===== config.mk =====
export PLATFORM = sky130hd
export DESIGN_NAME = cache_fill_fsm
export DESIGN_NICKNAME = d
export VERILOG_FILES = /design/src/rtl/cache_fill_fsm.sv
export SDC_FILE = /design/constraint.sdc
export NUM_CORES = 1
export LEC_CHECK = 0
export ABC_AREA = 1
export CAP_MARGIN = 20
export CORE_MARGIN = 5
export CORE_UTILIZATION = 43
export CTS_BUF_LIST = sky130_fd_sc_hd__clkbuf_4
export DETAILED_ROUTE_END_ITERATION = 10
export PLACE_DENSITY = 0.88
export SLEW_MARGIN = 10
export SYNTH_ARGS = -nofsm -noshare
export SYNTH_HDL_FRONTEND = slang
export SYNTH_SLANG_ARGS = --single-unit
export TNS_END_PERCENT = 20

===== constraint.sdc =====
create_clock -name clk -period 3.4 [get_ports clk]
set_input_delay 1.02 -clock clk [delete_from_list [all_inputs] [get_ports clk]]
set_output_delay 1.02 -clock clk [all_outputs]
set_load 0.03 [all_outputs]

===== src/rtl/cache_fill_fsm.sv =====
// Block-fill miss handler for the 2-way L1 cache: latches the missing block,
// streams 8 word reads to main memory and steers returning words into the data/tag arrays.
module cache_fill_fsm (
   input  logic        clk,
   input  logic        rst_n,
   input  logic        miss_detected,
   input  logic [15:0] miss_address,
   input  logic        memory_data_valid,
   output logic        fsm_busy,
   output logic        memory_en,
   output logic [15:0] memory_address,
   output logic [15:0] fill_address,
   output logic        write_data_array,
   output logic [7:0]  word_enable,
   output logic        write_tag_array
);

   typedef enum logic {
      IDLE = 1'b0,
      FILL = 1'b1
   } state_t;

   state_t      state_r,     state_s;
   logic [11:0] blk_r,       blk_s;
   logic [3:0]  issue_cnt_r, issue_cnt_s;
   logic [2:0]  recv_cnt_r,  recv_cnt_s;

   // State and counter registers.
   always_ff @(posedge clk or negedge rst_n) begin
      if (!rst_n) begin
         state_r     <= IDLE;
         blk_r       <= 12'h000;
         issue_cnt_r <= 4'd0;
         recv_cnt_r  <= 3'd0;
      end else begin
         state_r     <= state_s;
         blk_r       <= blk_s;
         issue_cnt_r <= issue_cnt_s;
         recv_cnt_r  <= recv_cnt_s;
      end
   end

   // Next-state, counter update and strobe decode.
   always_comb begin
      state_s          = state_r;
      blk_s            = blk_r;
      issue_cnt_s      = issue_cnt_r;
      recv_cnt_s       = recv_cnt_r;
      fsm_busy         = 1'b0;
      memory_en        = 1'b0;
      write_data_array = 1'b0;
      word_enable      = 8'h00;
      write_tag_array  = 1'b0;
      case (state_r)
         IDLE: begin
            // Busy in the miss cycle itself so the missing access stalls immediately.
            if (miss_detected) begin
               fsm_busy    = 1'b1;
               blk_s       = miss_address[15:4];
               issue_cnt_s = 4'd0;
               recv_cnt_s  = 3'd0;
               state_s     = FILL;
            end else begin
               fsm_busy    = 1'b0;
            end
         end
         FILL: begin
            fsm_busy = 1'b1;
            if (issue_cnt_r < 4'd8) begin
               memory_en   = 1'b1;
               issue_cnt_s = issue_cnt_r + 4'd1;
            end else begin
               memory_en   = 1'b0;
            end
            // Returns arrive in request order, so recv_cnt names the word slot.
            if (memory_data_valid) begin
               write_data_array = 1'b1;
               word_enable      = 8'h01 << recv_cnt_r;
               recv_cnt_s       = recv_cnt_r + 3'd1;
               if (recv_cnt_r == 3'd7) begin
                  write_tag_array = 1'b1;
                  state_s         = IDLE;
               end else begin
                  write_tag_array = 1'b0;
               end
            end else begin
               write_data_array = 1'b0;
            end
         end
         default: begin
            state_s = IDLE;
         end
      endcase
   end

   assign memory_address = {blk_r, issue_cnt_r[2:0], 1'b0};
   assign fill_address   = {blk_r, 4'h0};

endmodule

==> impl_metrics.tcl <==
set metrics [dict create \
    setup_violations 0 \
    worstHoldPathType "flop to flop" \
    die_height_um 61.8 \
    arrival_ns 2.31 \
    grt_overflow_total 0 \
    post_cts_buffers 0 \
    muxShareOfSynthArea 0 \
    routed_wl_um 2750 \
    routed_via_density 4.82 \
    rows 18 \
    grt_util_all_layers 0.155 \
    grt_pass1_vias 1034 \
    ant_nets 0 \
    wl_per_cell_um 13.1 \
    cts_htree_levels 1 \
    critPathKind "primary input to primary output" \
    yosysMostFrequentCell "nand2_1" \
    io_buffers 54 \
    status "finished, final reports clean" \
    syn_area_per_cell_sq_um 8.13 \
    cp-end-kind "primary output" \
    synth_adder_area_share 0.0758 \
    final_nets 208 \
    yosysSeqAreaShare 0.433 \
    gp_congestion 0.703 \
    max_freq_mhz 301 \
    root_buffer "clkbuf_4" \
    route.detailed.drc 0 \
    core_area_sq_um 2520 \
    antenna_found_initial 0 \
    synth_edf_count 0 \
    hold_buffers 0 \
    maxCapViolCount 0 \
    p_leak_nw 0.822 \
    synth_area_sq_um 1150 \
    rsz0062_at_grt "false" \
    cts_buffers 3 \
    synth_top_area_frac 0.433 \
    drv_slew 0 \
    synth_top_area_cell "dfrtp_1" \
    period_share 0.978 \
    fillers 229 \
    vias 1012 \
    power.density_nw_per_um2 1100 \
    post_synth_inst_count 142 \
    dieArea_sq_um 3820 \
    required_ns 2.38 \
    grt_max_degree 21 \
    synth_compound_area_frac 0 \
    hold_violations 0 \
    cts-resized-gates 0 \
    hpwlAfterDp_um 2120 \
    critPathLaunchType "primary input" \
    drtPass1Iterations 4 \
    n_antenna_cell 0 \
    synth_top_family_by_area "simple AND/OR/NAND/NOR gates" \
    power.total_mw 1.77 \
    clock-sinks 20 \
    fin_setup_tns_ns 0 \
    ys.flop_type "dfrtp_1" \
    io_pins 64 \
    ys_seq_elements 20 \
    initial_core_util 0.458 \
    synthArstFlopShare 1.00 \
    synth.area.top_cells "dfrtp_1, buf_4, nand2_1, nand3_1, ha_1" \
    cp_max_fo 2 \
    yosysWarnings 0 \
    grt_pass1_wl_um 4400 \
    drive_gt1_frac 0.117 \
    worst_pin_slew_ns 0.863 \
    synth-xor-area-share 0 \
    cts_tree "done" \
    clock_skew_ns 0.00553 \
    area_growth_syn_to_layout_pct 39.3 \
    synth_common_cells "nand2_1, buf_4, dfrtp_1, nand3_1, inv_1" \
    synthSimpleGateAreaFrac 0.284 \
    insertion_delay_ns 0.30 \
    ir_drop_v 0.000709 \
    path_clk_slew_ns 0.12 \
    drt_iter0_drc 32 \
    die_w_um 61.8 \
    yosysUniqueCellTypes 17 \
    relSlewSlack 0.423 \
    max-clock-path-buffers 2 \
    min_period_ns 3.33 \
]
==> cells by family after synthesis <==
family,Yosys count
adder cells (fa/ha/maj),7
flip-flops,20
AND/OR/NAND/NOR,76
buffers and inverters,38
other,1
==> registers in the layout (all words and copies together), names as in the netlist <==
| name | flops |
|---|---|
| blk_r | 12 |
| recv_cnt_r | 3 |
| state_r | 1 |
| issue_cnt_r | 4 |
==> layout make-up <==
class / count / area [sq um] / area share
repair buffers: 55 / 536 / 0.333
clock inverters: 1 / 30.0 / 0.0187
clock buffers: 3 / 22.5 / 0.0140
multi-input cells: 88 / 434 / 0.270
well taps: 30 / 37.5 / 0.0233
inverters: 13 / 48.8 / 0.0303
flip-flops and latches: 20 / 500 / 0.311
==> through the flow <==
stage / instances / area [sq um] / util / hold slack [ns] / setup slack [ns]
floorplan: 146 / 1170 / - / 0.490 / 0.578
global placement: 206 / 1560 / 0.617 / 0.474 / 0.0831
detailed placement: 206 / 1560 / 0.617 / 0.485 / 0.0780
CTS: 210 / 1610 / 0.638 / 0.515 / 0.0685
global route: 210 / 1610 / 0.638 / 0.536 / 0.0452
finish: 210 / 1610 / 0.638 / 0.511 / 0.0748
==> power breakdown <==
| part | internal [mW] | switching [mW] |
|---|---|---|
| combinational | 0.431 | 0.669 |
| clock | 0.119 | 0.0761 |
| sequential | 0.356 | 0.114 |
==> cells in the final DEF, fill, tap and decap left out, types with 3 or more instances in the layout <==
cell type,Yosys,final
clkbuf_4,0,3
buf_4,22,10
nand3_1,19,19
dfrtp_1,20,20
clkdlybuf4s50_1,0,44
nor2_1,5,5
nand2_1,43,43
ha_1,7,7
conb_1,1,5
inv_1,11,11
nor3_1,3,3
==> critical path: stages <==
cell and delay, ns:
clkdlybuf4s50_1 0.42, or2_2 0.27, clkdlybuf4s50_1 0.59
==> layer usage <==
| metal | GRT usage | vias to the layer above | share of wire | wire length (um) |
|---|---|---|---|---|
| met1 | 0.183 | 469 | 0.38 | 1040 |
| met4 | 0.0909 | 0 | 0.019 | 52 |
| met5 | 0 | - | 0 | 0 |
| met2 | 0.266 | 48 | 0.51 | 1410 |
| met3 | 0.0248 | 5 | 0.089 | 244 |
| li1 | - | 490 | - | - |
==> final timing paths <==
check / start / endpoint / slack [ns] / cells after the start
worst max-delay path: miss_detected / fsm_busy / 0.07 / 3
worst min-delay path: blk_r[3] / blk_r[3] / 0.51 / 2
worst max register to register: state_r / issue_cnt_r[1] / 2.03 / 4
worst min register to register: blk_r[3] / blk_r[3] / 0.51 / 2
max in group asynchronous: rst_n / recv_cnt_r[1] / 1.68 / 1
min in group asynchronous: rst_n / issue_cnt_r[3] / 1.19 / 1
(Power assumes the default switching activity.)
